$ cat config.mk
export PLATFORM = sky130hd
export DESIGN_NAME = note_sequencer_flat
export DESIGN_NICKNAME = d
export VERILOG_FILES = /design/src/rtl/note_sequencer_if.sv /design/src/rtl/note_sequencer.sv /design/src/flat_wrapper.sv
export SDC_FILE = /design/constraint.sdc
export NUM_CORES = 1
export LEC_CHECK = 0
export ABC_AREA = 1
export ABC_CLOCK_PERIOD_IN_PS = 1450
export CORE_MARGIN = 10
export CORE_UTILIZATION = 44
export CTS_CLUSTER_DIAMETER = 200
export DETAILED_ROUTE_END_ITERATION = 10
export HOLD_SLACK_MARGIN = 0.06
export PLACE_DENSITY = 0.84
export RECOVER_POWER = 100
export SETUP_SLACK_MARGIN = 0.15
export SYNTH_ARGS = -nofsm -noshare
export SYNTH_HDL_FRONTEND = slang
export SYNTH_SLANG_ARGS = --single-unit
$ cat constraint.sdc
create_clock -name i_clk -period 1.45 [get_ports i_clk]
set_input_delay 0.2175 -clock i_clk [delete_from_list [all_inputs] [get_ports i_clk]]
set_output_delay 0.2175 -clock i_clk [all_outputs]
set_load 0.02 [all_outputs]
$ cat src/rtl/note_sequencer_if.sv
// Note-sequencer bus: pattern ROM read port plus the duration-counter load handshake.
//   o_rom_addr  ROM read address              (sequencer -> ROM)
//   o_rom_rd    ROM read strobe               (sequencer -> ROM)
//   i_rom_data  ROM word {end, pitch, dur}    (ROM -> sequencer), valid the cycle after o_rom_rd
//   o_load      load request                  (sequencer -> counter)
//   o_duration  duration to load              (sequencer -> counter)
//   i_done      counter done pulse            (counter -> sequencer)
//   i_running   counter running status        (counter -> sequencer)
interface note_sequencer_if #(
    parameter int unsigned ADDR_WIDTH  = 8,
    parameter int unsigned PITCH_WIDTH = 6,
    parameter int unsigned DUR_WIDTH   = 5
);
    logic [ADDR_WIDTH-1:0]                o_rom_addr;
    logic                                 o_rom_rd;
    logic [PITCH_WIDTH+DUR_WIDTH:0]       i_rom_data;
    logic                                 o_load;
    logic [DUR_WIDTH-1:0]                 o_duration;
    logic                                 i_done;
    logic                                 i_running;

    modport master (
        output o_rom_addr, o_rom_rd, o_load, o_duration,
        input  i_rom_data, i_done, i_running
    );

    modport slave (
        input  o_rom_addr, o_rom_rd, o_load, o_duration,
        output i_rom_data, i_done, i_running
    );
endinterface

$ cat src/rtl/note_sequencer.sv
// Note sequencer: walks a pattern ROM one note at a time, hands each duration to the
// duration counter and presents pitch/gate to the tone generator until the counter
// reports done. Handles end markers, looping and start/stop control.
//   i_clk, i_rst_n   clock, asynchronous active-low reset
//   i_enable         tick strobe shared with the duration counter
//   i_start/i_stop   control pulses (stop wins over start)
//   i_loop           restart at i_start_addr when an end marker is reached
//   i_start_addr     pattern start address
//   o_pitch/o_gate   current pitch, note sounding
//   o_busy           sequencer not idle
//   o_end            one-cycle pulse when playback ends at an end marker
//   bus              ROM read port and duration-counter handshake
module note_sequencer #(
    parameter int unsigned ADDR_WIDTH  = 8,
    parameter int unsigned PITCH_WIDTH = 6,
    parameter int unsigned DUR_WIDTH   = 5
) (
    input  logic                   i_clk,
    input  logic                   i_rst_n,
    input  logic                   i_enable,
    input  logic                   i_start,
    input  logic                   i_stop,
    input  logic                   i_loop,
    input  logic [ADDR_WIDTH-1:0]  i_start_addr,
    output logic [PITCH_WIDTH-1:0] o_pitch,
    output logic                   o_gate,
    output logic                   o_busy,
    output logic                   o_end,
    note_sequencer_if.master       bus
);

    typedef enum logic [2:0] {
        StIdle,
        StFetch,
        StWaitData,
        StLoad,
        StPlay
    } state_e;

    state_e                 state_q, state_d;
    logic [ADDR_WIDTH-1:0]  addr_q, addr_d;
    logic                   first_q, first_d;
    logic [PITCH_WIDTH-1:0] pitch_q, pitch_d;
    logic [DUR_WIDTH-1:0]   dur_q, dur_d;
    logic                   end_q, end_d;

    logic                   rom_end;
    logic [PITCH_WIDTH-1:0] rom_pitch;
    logic [DUR_WIDTH-1:0]   rom_dur;

    assign rom_end   = bus.i_rom_data[PITCH_WIDTH+DUR_WIDTH];
    assign rom_pitch = bus.i_rom_data[DUR_WIDTH +: PITCH_WIDTH];
    assign rom_dur   = bus.i_rom_data[0 +: DUR_WIDTH];

    always_ff @(posedge i_clk or negedge i_rst_n) begin
        if (!i_rst_n) begin
            state_q <= StIdle;
            addr_q  <= '0;
            first_q <= 1'b0;
            pitch_q <= '0;
            dur_q   <= '0;
            end_q   <= 1'b0;
        end else begin
            state_q <= state_d;
            addr_q  <= addr_d;
            first_q <= first_d;
            pitch_q <= pitch_d;
            dur_q   <= dur_d;
            end_q   <= end_d;
        end
    end

    always_comb begin
        state_d = state_q;
        addr_d  = addr_q;
        first_d = first_q;
        pitch_d = pitch_q;
        dur_d   = dur_q;
        end_d   = 1'b0;

        if (i_stop) begin
            // The counter is left to run out; the next load waits on i_running.
            state_d = StIdle;
        end else if (i_start) begin
            addr_d  = i_start_addr;
            first_d = 1'b1;
            state_d = StFetch;
        end else begin
            unique case (state_q)
                StIdle: ;
                StFetch: state_d = StWaitData;
                StWaitData: begin
                    if (rom_end) begin
                        // An end marker as the first word is an empty pattern: never loop on it.
                        if (first_q || !i_loop) begin
                            end_d   = 1'b1;
                            state_d = StIdle;
                        end else begin
                            addr_d  = i_start_addr;
                            first_d = 1'b1;
                            state_d = StFetch;
                        end
                    end else begin
                        pitch_d = rom_pitch;
                        dur_d   = rom_dur;
                        first_d = 1'b0;
                        state_d = StLoad;
                    end
                end
                // The counter takes the load on an enabled tick while it is idle.
                StLoad: if (i_enable && !bus.i_running) state_d = StPlay;
                StPlay: begin
                    if (bus.i_done) begin
                        addr_d  = addr_q + ADDR_WIDTH'(1);
                        state_d = StFetch;
                    end
                end
                default: state_d = StIdle;
            endcase
        end
    end

    assign bus.o_rom_addr = addr_q;
    assign bus.o_rom_rd   = (state_q == StFetch);
    assign bus.o_load     = (state_q == StLoad);
    assign bus.o_duration = dur_q;
    assign o_pitch        = pitch_q;
    assign o_gate         = (state_q == StPlay) && (pitch_q != '0);
    assign o_busy         = (state_q != StIdle);
    assign o_end          = end_q;

endmodule

$ cat src/flat_wrapper.sv
// flat-port wrapper written by rule: the top's interface ports become plain ports
module note_sequencer_flat 
#(
    parameter int unsigned ADDR_WIDTH  = 8,
    parameter int unsigned PITCH_WIDTH = 6,
    parameter int unsigned DUR_WIDTH   = 5
)
  (i_clk, i_rst_n, i_enable, i_start, i_stop, i_loop, i_start_addr, o_pitch, o_gate, o_busy, o_end, bus_o_rom_addr, bus_o_rom_rd, bus_o_load, bus_o_duration, bus_i_rom_data, bus_i_done, bus_i_running);
  note_sequencer_if #(.ADDR_WIDTH(ADDR_WIDTH), .PITCH_WIDTH(PITCH_WIDTH), .DUR_WIDTH(DUR_WIDTH)) bus_i ();
  input  logic i_clk;
  input  logic i_rst_n;
  input  logic i_enable;
  input  logic i_start;
  input  logic i_stop;
  input  logic i_loop;
  input  logic [ADDR_WIDTH-1:0] i_start_addr;
  output logic [PITCH_WIDTH-1:0] o_pitch;
  output logic o_gate;
  output logic o_busy;
  output logic o_end;
  output wire logic [$bits(bus_i.o_rom_addr)-1:0] bus_o_rom_addr;
  output wire logic [$bits(bus_i.o_rom_rd)-1:0] bus_o_rom_rd;
  output wire logic [$bits(bus_i.o_load)-1:0] bus_o_load;
  output wire logic [$bits(bus_i.o_duration)-1:0] bus_o_duration;
  input wire logic [$bits(bus_i.i_rom_data)-1:0] bus_i_rom_data;
  input wire logic [$bits(bus_i.i_done)-1:0] bus_i_done;
  input wire logic [$bits(bus_i.i_running)-1:0] bus_i_running;
  assign bus_o_rom_addr = bus_i.o_rom_addr;
  assign bus_o_rom_rd = bus_i.o_rom_rd;
  assign bus_o_load = bus_i.o_load;
  assign bus_o_duration = bus_i.o_duration;
  assign bus_i.i_rom_data = bus_i_rom_data;
  assign bus_i.i_done = bus_i_done;
  assign bus_i.i_running = bus_i_running;
  note_sequencer #(.ADDR_WIDTH(ADDR_WIDTH), .PITCH_WIDTH(PITCH_WIDTH), .DUR_WIDTH(DUR_WIDTH)) u_core (.i_clk(i_clk), .i_rst_n(i_rst_n), .i_enable(i_enable), .i_start(i_start), .i_stop(i_stop), .i_loop(i_loop), .i_start_addr(i_start_addr), .o_pitch(o_pitch), .o_gate(o_gate), .o_busy(o_busy), .o_end(o_end), .bus(bus_i));
endmodule
==> impl_metrics.json <==
{
  "drc": 0,
  "switching_share": 0.371,
  "first_pass_iters": 4,
  "worstPathArrival_ns": 1.85,
  "numCtsBuffers": 3,
  "peakVddDrop_mv": 0.573,
  "wl_per_cell_um": 20.6,
  "post_synth_main_area_contributors": "dfrtp_1 43%, nand2_1 18%, inv_1 7.3%",
  "synth_edf_count": 0,
  "clkTransAtPathRegs_ns": 0.15,
  "track_usage": 0.194,
  "cp_max_fo": 6,
  "cts-root-buf": "clkbuf_4",
  "overflow": 0,
  "finalPower_uw": 1890,
  "synthFlopType": "dfrtp_1",
  "post-synth-top-count-cell": "nand2_1",
  "synth_area_um2": 1390,
  "fin_crit_sh": 1.11,
  "ys_types": 25,
  "synth_cells": 188,
  "drive_gt1_frac": 0.417,
  "initial_utilization": 0.459,
  "post-place-ws_ns": -0.191,
  "reg2reg_depth": 10,
  "rrSetupSlack_ns": -0.16,
  "synthArstFlopShare": 1.00,
  "p_switching_uw": 700,
  "violations": "negative setup slack",
  "htree_num_levels": 1,
  "detail-route-antenna-nets": 0,
  "fin_setup_tns_ns": -3.03,
  "maxSlewViolCount": 0,
  "vias": 1882,
  "combPwrFrac": 0.364,
  "critPathKind": "flip-flop to flip-flop",
  "drt-total-wl_um": 6890,
  "p_leak_uw": 0.00130,
  "p_clk_frac": 0.209,
  "worstHoldStart": "bus_i_rom_data[3]",
  "skew_ns": 0.00249,
  "grt_max_degree": 25,
  "drv_cap": 0,
  "cp-end-kind": "flip-flop",
  "diodes": 0,
  "grt_pass1_vias": 1940,
  "drtIter0Drc": 256,
  "finalSetupViolCount": 27,
  "synth.net_count": 217,
  "core_um2": 3030,
  "ys_warn_count": 0,
  "dieArea_um2": 5810,
  "yosysTopAreaCellShare": 0.432,
  "power.internal_uw": 1190,
  "fin_nets": 320,
  "grt_pass1_wl_um": 9380,
  "fmaxAchievable_mhz": 622,
  "hold-worst-slack_ns": 0.391,
  "cts_hold_buf": 0,
  "synth_commonest_cells": "65 x nand2_1, 27 x inv_1, 24 x dfrtp_1, 17 x nand3_1, 14 x o21ai_0",
  "synth-seq-area-share": 0.432,
  "clock-sinks": 24,
  "gp_congestion": 0.817,
  "antenna_found_initial": 0,
  "fin_ws_ns": -0.158,
  "reg2reg_from": "u_core.state_q[1]",
  "crit_required_ns": 1.69,
  "hold_violations": 0,
  "viasPerCell": 5.63,
  "clk_path_buf_depth": 2,
  "yosys.area.top_type": "dfrtp_1",
  "relSlewSlack": 0.584,
  "port_buffers": 51,
  "synth-seq-cells": 24,
  "syn_area_per_cell_um2": 7.39,
  "fillCellCount": 165,
  "rows": 20,
  "area_delta_synth_final_pct": 88.0,
  "outcome": "finished, violations left",
  "min_to": "u_core.bus.o_duration[3]",
  "tritoncts": "done",
  "worst_pin_slew_ns": 0.624,
  "rsz0062_at_grt": "true",
  "die_w_um": 76.2,
  "hpwl_um": 3090,
  "hold_class": "input port to flip-flop",
  "pwr-share-seq": 0.427,
  "clock_latency_ns": 0.34,
  "ios": 52,
  "hold_depth": 3,
  "startpoint_type": "flip-flop",
  "placed_area_um2": 2160,
  "postLayoutCellArea_um2": 2610,
  "die_h_um": 76.2,
  "cellPowerDensity_nw_per_um2": 722,
  "r2r-end": "u_core.o_pitch[4]",
  "min_period_ns": 1.61
}
cell type report:
cell class                      count  area (µm²)  share of cell area
Multi-Input combinational cell    135         917               0.351
Timing Repair Buffer               99         900               0.344
Sequential cell                    24         601               0.230
Inverter                           28         105              0.0402
Tap cell                           44        55.1              0.0211
Clock buffer                        4        36.3              0.0139
worst max-delay path, stage by stage (launching register included):
cell and delay (ns):
dfrtp_1 0.40, buf_6 0.11, buf_6 0.11, nand2_4 0.05, buf_6 0.11, nor2_4 0.17
nand3_4 0.14, buf_6 0.17, buf_16 0.14, nand2_2 0.04, o21ai_1 0.06
cells by family after synthesis:
group | synth area share
fa+ha+maj | 0.00900
flops | 0.432
compound gates | 0.0738
simple gates | 0.392
xor+xnor | 0.00630
buf+inv | 0.0873
registers in the layout (all words and copies together) (netlist names):
name and count:
u_core.bus.o_rom_addr 8, u_core.o_pitch 6, u_core.bus.o_duration 5, u_core.state_q 3, u_core.o_end 1, u_core.first_q 1
per-stage QoR:
step | cells | util
after global placement | 308 | 0.712
after detailed placement | 308 | 0.712
after CTS | 326 | 0.828
after floorplan | 188 | -
after global routing | 334 | 0.863
final | 334 | 0.863
cells in the final DEF, fill, tap and decap left out, types with 2 or more instances in the layout:
cell	Yosys	final
inv_2	1	6
nand3_1	17	8
inv_1	27	22
a21oi_1	2	2
clkdlybuf4s25_1	0	2
nand3_2	3	8
o21ai_1	3	7
nand2_4	1	9
buf_2	1	2
buf_12	0	2
dlygate4sd2_1	0	2
buf_4	0	31
dfrtp_1	24	24
clkdlybuf4s50_1	0	26
nor2_4	1	6
clkbuf_4	0	3
o21ai_0	14	4
o21ai_2	0	6
nor2_2	4	3
nand2_1	65	44
clkbuf_1	0	14
nand3_4	1	5
nand4_1	3	3
buf_6	1	15
nand2_2	2	14
buf_16	0	3
or2_2	3	3
nor2_1	8	5
power groups by stage:
| stage | sequential (µW) | combinational, µW | clock (µW) |
|---|---|---|---|
| 3_5_place_dp | 807 | 591 | 0 |
| 6_report | 807 | 687 | 394 |
| 2_1_floorplan | 891 | 168 | 0 |
| 5_1_grt | 815 | 734 | 418 |
| 4_1_cts | 800 | 616 | 365 |
| 3_3_place_gp | 804 | 581 | 0 |
what timing repair did:
| item | in CTS | in global routing |
|---|---|---|
| setup endpoints to repair | 44 | 45 |
| cloned | 4 | 0 |
| resized for setup | 120 | 62 |
| buffers inserted | 10 | 8 |
| pin swaps | 15 | 17 |
| hold endpoints to repair | 0 | 0 |
worst max-delay path by stage:
| stage | slack, ns | start | cells after the start | to |
|---|---|---|---|---|
| 6_report | -0.16 | u_core.state_q[1] | 10 | u_core.o_pitch[4] |
| 5_1_grt | -0.26 | u_core.state_q[1] | 10 | u_core.o_pitch[4] |
| 4_1_cts | -0.11 | u_core.o_pitch[3] | 5 | o_gate |
| 3_5_place_dp | -0.19 | i_start | 8 | u_core.bus.o_rom_addr[4] |
| 3_3_place_gp | -0.17 | i_start | 8 | u_core.bus.o_rom_addr[4] |
| 2_1_floorplan | 0.16 | u_core.bus.o_rom_addr[0] | 6 | u_core.bus.o_rom_addr[6] |
metal layers:
metal	global-route usage	wire, µm	vias up
met5	0	0	-
met4	0.0929	611	0
met3	0.0625	700	60
met2	0.346	3320	152
met1	0.200	2260	870
li1	-	-	800
Note: power is estimated with default switching activity, not from simulation.
